==> config.mk <==
export PLATFORM = sky130hd
export DESIGN_NAME = rr_arb_n
export DESIGN_NICKNAME = d
export VERILOG_FILES = /design/src/rtl/rr_arb_n.sv
export SDC_FILE = /design/constraint.sdc
export NUM_CORES = 1
export LEC_CHECK = 0
export ABC_AREA = 1
export CAP_MARGIN = 5
export CORE_MARGIN = 2
export CORE_UTILIZATION = 48
export DETAILED_ROUTE_END_ITERATION = 10
export PLACE_DENSITY = 0.84
export SYNTH_ARGS = -nofsm -noshare
export SYNTH_HDL_FRONTEND = slang
export SYNTH_SLANG_ARGS = --single-unit
==> constraint.sdc <==
create_clock -name clk -period 1.4 [get_ports clk]
set_input_delay 0.28 -clock clk [delete_from_list [all_inputs] [get_ports clk]]
set_output_delay 0.28 -clock clk [all_outputs]
set_load 0.01 [all_outputs]
==> src/rtl/rr_arb_n.sv <==
// rr_arb_n: N-requester round-robin arbiter with a registered one-hot grant.
// The owner keeps the grant until it drops its request. An optional
// MAX_HOLD limit ends a tenure after MAX_HOLD consecutive granted cycles.
// There is always one dead cycle between two tenures.
// Ports:
//   clk          - rising-edge clock
//   reset        - asynchronous, active-low reset
//   request[N]   - request level per requester (bit i = requester i)
//   grant[N]     - registered one-hot grant, or all zero
//   grant_id     - index of the current/last owner (valid when grant_valid)
//   grant_valid  - registered, high while any grant bit is set
//   hold_expired - registered one-cycle pulse when MAX_HOLD cuts a tenure
module rr_arb_n #(
  parameter int unsigned N        = 4,
  parameter int unsigned MAX_HOLD = 16,
  localparam int unsigned IDW     = (N > 1) ? $clog2(N) : 1
) (
  input  logic           clk,
  input  logic           reset,
  input  logic [N-1:0]   request,
  output logic [N-1:0]   grant,
  output logic [IDW-1:0] grant_id,
  output logic           grant_valid,
  output logic           hold_expired
);

  localparam int unsigned CW = (MAX_HOLD == 0) ? 1 : $clog2(MAX_HOLD + 1);

  typedef enum logic {ST_IDLE = 1'b0, ST_GRANT = 1'b1} state_e;

  state_e         state_q, state_d;
  logic [N-1:0]   grant_q, grant_d;
  logic [IDW-1:0] grant_id_q, grant_id_d;
  logic           grant_valid_q, grant_valid_d;
  logic           hold_expired_q, hold_expired_d;
  logic [IDW-1:0] last_q, last_d;
  logic [CW-1:0]  cnt_q, cnt_d;

  logic           win_found;
  logic [IDW-1:0] win_id;
  logic [IDW-1:0] cand;

  // Round-robin pick: first set request bit after last_q, wrapping modulo N.
  always_comb begin
    win_found = 1'b0;
    win_id    = '0;
    cand      = '0;
    for (int unsigned off = 1; off <= N; off++) begin
      cand = IDW'((32'(last_q) + off) % N);
      if (!win_found && request[cand]) begin
        win_found = 1'b1;
        win_id    = cand;
      end
    end
  end

  // Next-state and output logic.
  always_comb begin
    state_d        = state_q;
    grant_d        = grant_q;
    grant_id_d     = grant_id_q;
    grant_valid_d  = grant_valid_q;
    hold_expired_d = 1'b0;
    last_d         = last_q;
    cnt_d          = cnt_q;

    case (state_q)
      ST_IDLE: begin
        if (win_found) begin
          grant_d       = N'(1) << win_id;
          grant_id_d    = win_id;
          grant_valid_d = 1'b1;
          last_d        = win_id;
          cnt_d         = CW'(1);
          state_d       = ST_GRANT;
        end else begin
          grant_d       = '0;
          grant_valid_d = 1'b0;
        end
      end
      ST_GRANT: begin
        // Release by the owner takes priority over the hold limit.
        if (!request[grant_id_q]) begin
          grant_d       = '0;
          grant_valid_d = 1'b0;
          state_d       = ST_IDLE;
        end else if ((MAX_HOLD != 0) && (cnt_q == CW'(MAX_HOLD))) begin
          // last_q keeps the owner, so it drops to lowest priority.
          grant_d        = '0;
          grant_valid_d  = 1'b0;
          hold_expired_d = 1'b1;
          state_d        = ST_IDLE;
        end else if ((MAX_HOLD != 0) && (cnt_q != CW'(MAX_HOLD))) begin
          cnt_d = cnt_q + CW'(1);
        end
      end
      default: begin
        grant_d       = '0;
        grant_valid_d = 1'b0;
        state_d       = ST_IDLE;
      end
    endcase
  end

  // State registers; last_q resets to N-1 so requester 0 wins first.
  always_ff @(posedge clk or negedge reset) begin
    if (!reset) begin
      state_q        <= ST_IDLE;
      grant_q        <= '0;
      grant_id_q     <= '0;
      grant_valid_q  <= 1'b0;
      hold_expired_q <= 1'b0;
      last_q         <= IDW'(N - 1);
      cnt_q          <= '0;
    end else begin
      state_q        <= state_d;
      grant_q        <= grant_d;
      grant_id_q     <= grant_id_d;
      grant_valid_q  <= grant_valid_d;
      hold_expired_q <= hold_expired_d;
      last_q         <= last_d;
      cnt_q          <= cnt_d;
    end
  end

  assign grant        = grant_q;
  assign grant_id     = grant_id_q;
  assign grant_valid  = grant_valid_q;
  assign hold_expired = hold_expired_q;

endmodule

==> metrics.csv <==
metric;value;unit
critical path type;register to register;
Min-Delay Path Class;primary input to asynchronous set/reset pin;
Rows;17;
GR Layer Usage met2;39.5;%
die area;2650;um2
status;complete, but fails checks;
htree depth;1;
fin crit share;120;%
skew final;0.00247;ns
largest family of logic cells by synthesized area;simple AND/OR/NAND/NOR gates;
Power Total;3.81;mW
maximum clock rate;0.596;GHz
GPL Wtd Cong;0.706;
PwrDens;2580;nW/um2
most used cell, CP;nand2_2;
failing checks;setup timing;
FF+latch area;403;um2
initial core utilization;49.8;%
1st-pass router iterations;4;
top post-synthesis cells by area;dfrtp_1, nand2_1, nand3_1;
area occupied by multi-input gates;671;um2
critical path data required time;1.58;ns
RR Startpoint;last_q[0];
Slew headroom;81.6;%
Simple-Gate Fraction of Synth Area;44.8;%
crit path from;last_q[0];
met3 Use GR;1.75;%
Synth top area share;32.4;%
Mean Syn Cell Area;7.40;um2
Die Height;51.4;um
RSZ-0062 raised after global routing;yes;
dpl cells;196;
clock power share;6.5;%
Tmin final;1.68;ns
vias per std cell;4.93;
Netlist cell types;29;
Logic pwr share;72.4;%
FILL cells;191;
Port Buffers;13;
WL final;2.49;mm
# Max-Cap Violations;0;
die width;51.4;um
initial antenna violation count;0;
slack of the worst reg-to-reg path;-0.28;ns
cts bufs inserted;3;
DRC;0;
CTS root buf;clkbuf_4;
setup TNS after final layout;-3.74;ns
post-synthesis xor/xnor area fraction;2.43;%
Sw Pwr;1.93;mW
Worst Slack Setup Final;-0.279;ns
crit path launch type;register;
final antenna-violating net count;0;
post-synthesis compound-gate area fraction;4.75;%
Cell Area, Synth;1080;um2
TritonCTS clock tree;built;
detailed-route wire length per cell;12.0;um
sequential share of power;21.2;%
GRT overflow;0;
Total Nets Final;188;
#FFs+latches synth;16;
HPWL Detailed;1.84;mm
delay-heaviest family, CP;simple AND/OR/NAND/NOR gates;
# hold bufs at CTS;0;
first-pass GRT wire length;4.02;mm
layer with the highest usage;met2;
Post-Syn Nets;154;
Setup-failing EPs final;15;
Vias;1020;
Worst-Margin Slew;0.276;ns
Switching Share;50.6;%
Final Max Slew Viols;0;
vias in the first global route;954;
leading area contributor after synthesis;dfrtp_1;
Core Util, Final;68.3;%
area delta synth->final;37.2;%
clk slew on worst S/H paths;0.09;ns
Max VDD drop;0.00159;V
Pint;1.88;mW
slowest CP cell;dfstp_2;
clock sink count;16;
Final Instance Count excl. Fillers;207;
Crit path largest cell delay;0.56;ns
arrival time at the worst endpoint;1.86;ns
share of cells above drive strength 1;36.3;%
crit-path cells;buf_12, inv_8, nand2_2, nand2_2, nand2_4, nand2_4, nor2_8, nand3b_1, nand2_2, inv_2, nand3_2, nand2_2;
Top Ports;14;
LEAKAGE;0.803;nW
CORE AREA;2170;um2
worst skew pair latency;0.28;ns
diodes inserted;0;
CP max FO;8;
fraction of the mapped netlist area in adder cells;2.32;%
maximum clock insertion buffer count;2;
WP buf/inv;3;
Synth Instances;146;
gr usage total;20.2;%
Seq/Total Area, Yosys;37.3;%
DR iter-0 viols;7;
pin count of the biggest net entering global routing;17;
Fin. Hold Viols;0;
Critical Path End Type;register;
post-synthesis mux area share;0;%
met1 GRT Util;22.9;%
warning count from the yosys run;0;
-- cell usage in the layout (no fill, tap or decap), types with 2 or more instances in the layout --
cell type / synthesis / routed
nor2_1: 7 / 7
dfrtp_1: 14 / 14
inv_2: 4 / 7
dfstp_2: 2 / 2
o21ai_1: 3 / 3
nand3_1: 11 / 9
nand2_2: 5 / 15
clkbuf_4: 0 / 3
inv_1: 12 / 8
nand2_8: 2 / 2
buf_4: 0 / 15
a21oi_1: 3 / 2
nand2_1: 61 / 45
nand3_2: 0 / 2
ha_1: 2 / 2
xor2_1: 2 / 2
nand2_4: 3 / 9
clkdlybuf4s50_1: 0 / 4
dlygate4sd2_1: 0 / 8
-- synthesized netlist by cell type --
| cell | count |
|---|---|
| o21ai_0 | 1 |
| dfrtp_1 | 14 |
| buf_6 | 1 |
| inv_4 | 1 |
| nor2_8 | 1 |
| nor4_1 | 1 |
| a21oi_1 | 3 |
| nand3b_1 | 1 |
| o21ai_1 | 3 |
| xor2_1 | 2 |
| xnor2_1 | 1 |
| a21boi_1 | 1 |
| nor2_2 | 1 |
| dfstp_2 | 2 |
| nand2_1 | 61 |
| nand4_1 | 1 |
| nand2_8 | 2 |
| clkinv_4 | 1 |
| nand2_2 | 5 |
| clkinv_1 | 1 |
| ha_1 | 2 |
| nand2_4 | 3 |
| inv_1 | 12 |
| o21ai_2 | 1 |
| nand3_1 | 11 |
| nor2_1 | 7 |
| nand3_4 | 1 |
| inv_2 | 4 |
| nor3_1 | 1 |
-- per-stage QoR --
stage / worst slack, ns / cell area [um2] / hold WS [ns]
floorplan: -0.143 / 1100 / -0.0156
global placement: -0.380 / 1330 / 0.466
detailed placement: -0.423 / 1330 / 0.473
CTS: -0.259 / 1410 / 0.305
global route: -0.396 / 1480 / 0.321
finish: -0.279 / 1480 / 0.305
-- cells by family (layout without fill, tap and decap cells) --
logic type	after synthesis	count (layout)
xor gates and xnor gates	3	3
AOI/OAI and AO/OA	9	9
and+or+nand+nor	96	96
adders and majority gates	2	2
buffers and inverters	20	53
DFF	16	16
-- layer usage --
layer,vias to the layer above,part of all wire [%]
li1,520,-
met1,482,41
met2,18,57
met3,0,2.0
met4,0,0
met5,-,0
-- sequential cells by signal (all words and copies together) (netlist names) --
signal and flops:
state_q 1, hold_expired 1, grant_valid 1, last_q 2
grant_id 2, cnt_q 5, grant 4
-- worst register-to-register path, cell delays in order, from the launching register on --
cell and delay [ns]:
dfstp_2 0.56, buf_12 0.12, inv_8 0.05, nand2_2 0.05
nand2_2 0.07, nand2_4 0.08, nand2_4 0.07, nor2_8 0.14
nand3b_1 0.14, nand2_2 0.13, inv_2 0.04, nand3_2 0.05
nand2_2 0.05
-- worst paths after layout --
path                                  end  cells past startpoint
max in group asynchronous       last_q[1]                      2
worst min-delay path             cnt_q[1]                      2
worst min register to register   grant[2]                      2
min in group clk                 grant[2]                      2
worst max register to register   grant[0]                     12
worst max-delay path             grant[0]                     12
-- layout make-up --
class | instances | area share [%]
well taps | 28 | 2.36
inverters | 19 | 5.83
repair buffers | 30 | 17.6
clock buffers | 4 | 1.77
flip-flops and latches | 16 | 27.2
multi-input cells | 110 | 45.3
-- what timing repair did --
item | CTS | global route
gates resized for setup | 14 | 20
pin swaps | 11 | 14
setup endpoints to repair | 23 | 16
cloned | 0 | 0
endpoints found under the hold margin | 0 | 0
buffers inserted | 6 | 1
-- power by group through the flow --
| stage | Sequential (mW) | Combinational [mW] | Clock, mW |
|---|---|---|---|
| floorplan | 0.825 | 1.69 | 0 |
| global placement | 0.845 | 2.20 | 0 |
| detailed placement | 0.857 | 2.29 | 0 |
| CTS | 0.803 | 2.50 | 0.251 |
| global route | 0.830 | 3.04 | 0.275 |
| finish | 0.807 | 2.76 | 0.246 |
Power figures use the tool's default switching activity.
==> RTL edit 1 (same settings) <==
Compare `cnt_q` against `CW'(MAX_HOLD)` with >= in place of ==.
--- a/src/rtl/rr_arb_n.sv
+++ b/src/rtl/rr_arb_n.sv
@@ -84,7 +84,7 @@
           grant_d       = '0;
           grant_valid_d = 1'b0;
           state_d       = ST_IDLE;
-        end else if ((MAX_HOLD != 0) && (cnt_q == CW'(MAX_HOLD))) begin
+        end else if ((MAX_HOLD != 0) && (cnt_q >= CW'(MAX_HOLD))) begin
           // last_q keeps the owner, so it drops to lowest priority.
           grant_d        = '0;
           grant_valid_d  = 1'b0;
Check against the original RTL: same outputs for any inputs over 4 cycles, from zero or initial values and one cycle with reset low; that may be too few to reach the edited logic, so the function may still have changed.
==> RTL edit 1 against the unedited design <==
The flow still finishes with violations (setup timing); die area up 0.64%; cell area down 0.59%; total power down 1.6%; routed wire length up 3.0%; worst setup slack worse by 82 ps; count of clock-buffer cells in the layout unchanged; synthesized area up 0.70%; hold slack worse by 6.5 ps; final cell count down 0.48%; sequential cell count unchanged; clock skew down 1.2 ps; clock power up 27%.
==> RTL edit 1: results (changes against the unedited design) <==
Placer Congestion - 0.8169 (+16%)
XOR/XNOR Fraction of Synth Area - 1.611% (-0.82 points)
failing checks - setup timing
GRT met3 Usage - 3.161% (+1.4 points)
DR WL/cell - 12.47 um (+3.6%)
inverters - 17 (-2)
sequential cells - 16 (unchanged)
Pleak - 0.7887 nW (-1.7%)
largest cells by area after synthesis - dfrtp_1 32%, nand2_1 18%, nand2_4 6.2%
initial antenna violation count - 0 (unchanged)
#MultiIn Comb - 107 (-2.7%)
sequential share of the synthesized area - 37.05% (-0.26 points)
count of non-CTS buffers in the layout - 34 (+13%)
antenna cells - 0 (unchanged)
max incr delay on CP - 630 ps (+70 ps)
PostCTS Resize Cnt - 17 (+3)
clock buffer count - 4 (unchanged)
skew final - 1.318 ps (-1.150 ps)
largest net degree at the start of global routing - 17 (unchanged)
vias per cell - 5.073 (+2.9%)
final worst setup slack - -360.6 ps (-81.60 ps)
met3 WL - 75 um (+47%)
Clock-cell share - 2.464% (+0.69 points)
Max VDD drop - 0.001340 V (-16%)
met2 global-route usage - 38.46% (-1.1 points)
sequential share of power - 21.5% (+0.3 points)
Synth Area in Adders - 2.301% (-0.016 points)
CTS buffer count - 3 (unchanged)
multi-input combinational area share - 43.59% (-1.7 points)
met1 Use GR - 26.35% (+3.4 points)
dpl hpwl - 1775 um (-3.3%)
final period utilization - 125.8% (+5.8 points)
buffering overhead - 19.12% (+1.5 points)
metal2 WL - 1355 um (-4.7%)
total number of vias - 1045 (+2.5%)
clock network power share - 8.3% (+1.8 points)
fraction of area in registers - 27.44% (+0.25 points)
Sw Share - 49.12% (-1.5 points)
CP max FO - 6 (-2)
Synth Area in Compound Gates - 7.365% (+2.6 points)
Setup Viol. Count Final - 15 (unchanged)
first-pass GRT wire length - 4347 um (+8.3%)
setup slack at placement - -441.3 ps (-18.58 ps)
CP arrival - 2000 ps (+140 ps)
fin nets - 187 (-0.53%)
setup bufs post-CTS - 7 (+1)
status - finished, violations left
met1 WL - 1079 um (+5.9%)
Clk power - 0.312 mW (+27%)
Filler Cell Count - 188 (-1.6%)
worst-margin pin slew - 228.2 ps (-47.48 ps)
Top Layer Used - met4
synth warn - 0 (unchanged)
library cells used by synthesis - 26 (-10%)
Synth Net Count - 150 (-2.6%)
GRT Total Usage - 21.97% (+1.8 points)
share of layout cells above drive strength 1 - 37.08% (+0.77 points)
commonest cells in the netlist - 51 x nand2_1, 14 x dfrtp_1, 14 x inv_1
Mapped Cells - 142 (-2.7%)
Starting DRT DRC Count - 21 (+14)
-- RTL edit 1: cell types whose count changed after synthesis, sizes merged, moves of 2 or more --
cell and change:
o211ai +2, nand2 -7, nand4 +2, a21oi -2, nand3 -3, nor2 +3, o21ai +5, clkinv -2
-- RTL edit 1: metrics by stage --
step	setup TNS (ps)	hold slack [ps]	cell area [um^2]
after detailed placement	-6195	469.1	1340
final	-4748	298.6	1473
after global routing	-5866	327.9	1473
after floorplan	-3295	-15.59	1104
after CTS	-4034	305.2	1449
after global placement	-5675	467.5	1340
-- RTL edit 1: worst min-delay path by stage --
stage / from / endpoint / slack (ps)
6_report: reset / cnt_q[1] / 300
3_3_place_gp: grant[0] / grant[0] / 470
4_1_cts: reset / grant[0] / 310
2_1_floorplan: reset / cnt_q[0] / -20
3_5_place_dp: grant[3] / grant[3] / 470
5_1_grt: reset / grant[0] / 330
-- RTL edit 1: critical path: cells and delay by family, from the launching register on --
family	cells	cell delay, ps
buffers and inverters	2	290
flip-flops	1	630
AND/OR/NAND/NOR	10	790
==> RTL edit 2 (config.mk and constraints unchanged) <==
Made on the original files. `N`: 4 -> 8.
--- a/src/rtl/rr_arb_n.sv
+++ b/src/rtl/rr_arb_n.sv
@@ -11,7 +11,7 @@
 //   grant_valid  - registered, high while any grant bit is set
 //   hold_expired - registered one-cycle pulse when MAX_HOLD cuts a tenure
 module rr_arb_n #(
-  parameter int unsigned N        = 4,
+  parameter int unsigned N        = 8,
   parameter int unsigned MAX_HOLD = 16,
   localparam int unsigned IDW     = (N > 1) ? $clog2(N) : 1
 ) (
Ports: changed (resized grant, grant_id and request); port bits go from 14 to 23. The function was not compared with the original's and may differ.
==> RTL edit 2 against the unedited design <==
Highest routed layer is now met4; worst setup slack got worse by 850 ps; sequential share of layout area is 6.3 points lower; the flow still finishes with violations (setup timing); routed wire length up 130%; sequential cell count up 6; cell area grew 79%; critical path type unchanged; synthesized area increased by 66%.
Power is left out: the tool's default activity adds up to more than one toggle a clock period on the data nets, which glitch-free logic cannot reach.
==> RTL edit 2: results (changes against the unedited design) <==
status - finished, violations left
failing checks - setup timing
CTS root buf - clkbuf_8
setup slack at placement - -1086 ps (-663.5 ps)
Top Layer Used - met4
met1 WL - 2288 um (+120%)
metal2 WL - 2901 um (+100%)
dpl hpwl - 3917 um (+110%)
DR WL/cell - 14.40 um (+20%)
library cells used by synthesis - 29 (unchanged)
HP Class - in2async
Clock Path Buffers - 2 (unchanged)
Synth Net Count - 285 (+85%)
skew final - 4.734 ps (+2.266 ps)
Finished Layout Cells - 393 (+90%)
CTS H-tree lvls - 1 (unchanged)
Starting DRT DRC Count - 163 (+156)
first-pass GRT wire length - 9618 um (+140%)
PortBufs - 22 (+9)
CP max FO - 6 (-2)
Setup Viol. Count Final - 21 (+6)
vias in the first global route - 2157 (+130%)
antenna cells - 0 (unchanged)
sequential share of the synthesized area - 31.00% (-6.3 points)
met1 Use GR - 34.59% (+12 points)
setup TNS - -21050 ps (-17310 ps)
met3 WL - 278 um (+450%)
met2 global-route usage - 51.55% (+12 points)
headroom to the max-slew limit - 81.05% (-0.56 points)
drt first pass iters - 5 (+1)
clk slew on worst S/H paths - 80 ps
Placer Congestion - 0.9074 (+29%)
Placed Area - 2427 um^2 (+83%)
Post-synth ARST share - 100.0% (unchanged)
area delta synth->final - 48.71%
Syn Area/Cell - 6.598 um^2 (-11%)
slowest CP cell - dfstp_2
placed cell count - 381 (+94%)
setup bufs post-CTS - 6 (unchanged)
CTS buffer count - 3 (unchanged)
initial antenna violation count - 0 (unchanged)
vias per cell - 5.397 (+9.5%)
share of layout cells above drive strength 1 - 31.30% (-5.0 points)
delay-heaviest family, CP - flip-flops
largest net degree at the start of global routing - 23 (+6)
GRT met3 Usage - 4.861% (+3.1 points)
max incr delay on CP - 620 ps (+60 ps)
GRT Total Usage - 29.01% (+8.8 points)
fin nets - 360 (+91%)
Largest register FFs - 8 (+3)
Clock Latency Late Sink - 260 ps (-20 ps)
largest cells by area after synthesis - dfrtp_1 27%, nand2_1 16%, nand3_1 13%
commonest cells in the netlist - 75 x nand2_1, 45 x nand3_1, 30 x inv_1, 30 x nor2_1, 19 x dfrtp_1
PostCTS Resize Cnt - 39 (+25)
synth warn - 0 (unchanged)
final worst setup slack - -1125 ps (-846.2 ps)
Filler Cell Count - 263 (+38%)
[RTL edit 2: final timing paths]
kind	start	to	slack [ps]	depth (start not counted)
min in group clk	grant_valid	grant_valid	470	2
max in group asynchronous	reset	last_q[2]	760	2
worst min-delay path	reset	grant[0]	360	2
worst max-delay path	last_q[1]	grant[7]	-1130	14
worst max register to register	last_q[1]	grant[7]	-1130	14
worst min register to register	grant_valid	grant_valid	470	2
[RTL edit 2: cell type report]
cell class	instances	area share [%]
clock inverters	1	1.129
inverters	35	5.600
clock buffers	3	1.553
repair buffers	74	22.54
flip-flops and latches	22	20.85
multi-input cells	210	46.07
well taps	48	2.259
[RTL edit 2: cells by family (layout without fill, tap and decap cells)]
group / after synthesis / count (layout) / synth area share (%)
flops: 22 / 22 / 31.00
xor+xnor: 4 / 4 / 1.960
simple gates: 176 / 176 / 46.89
buf+inv: 39 / 113 / 8.817
compound gates: 26 / 26 / 8.538
fa+ha+maj: 4 / 4 / 2.799
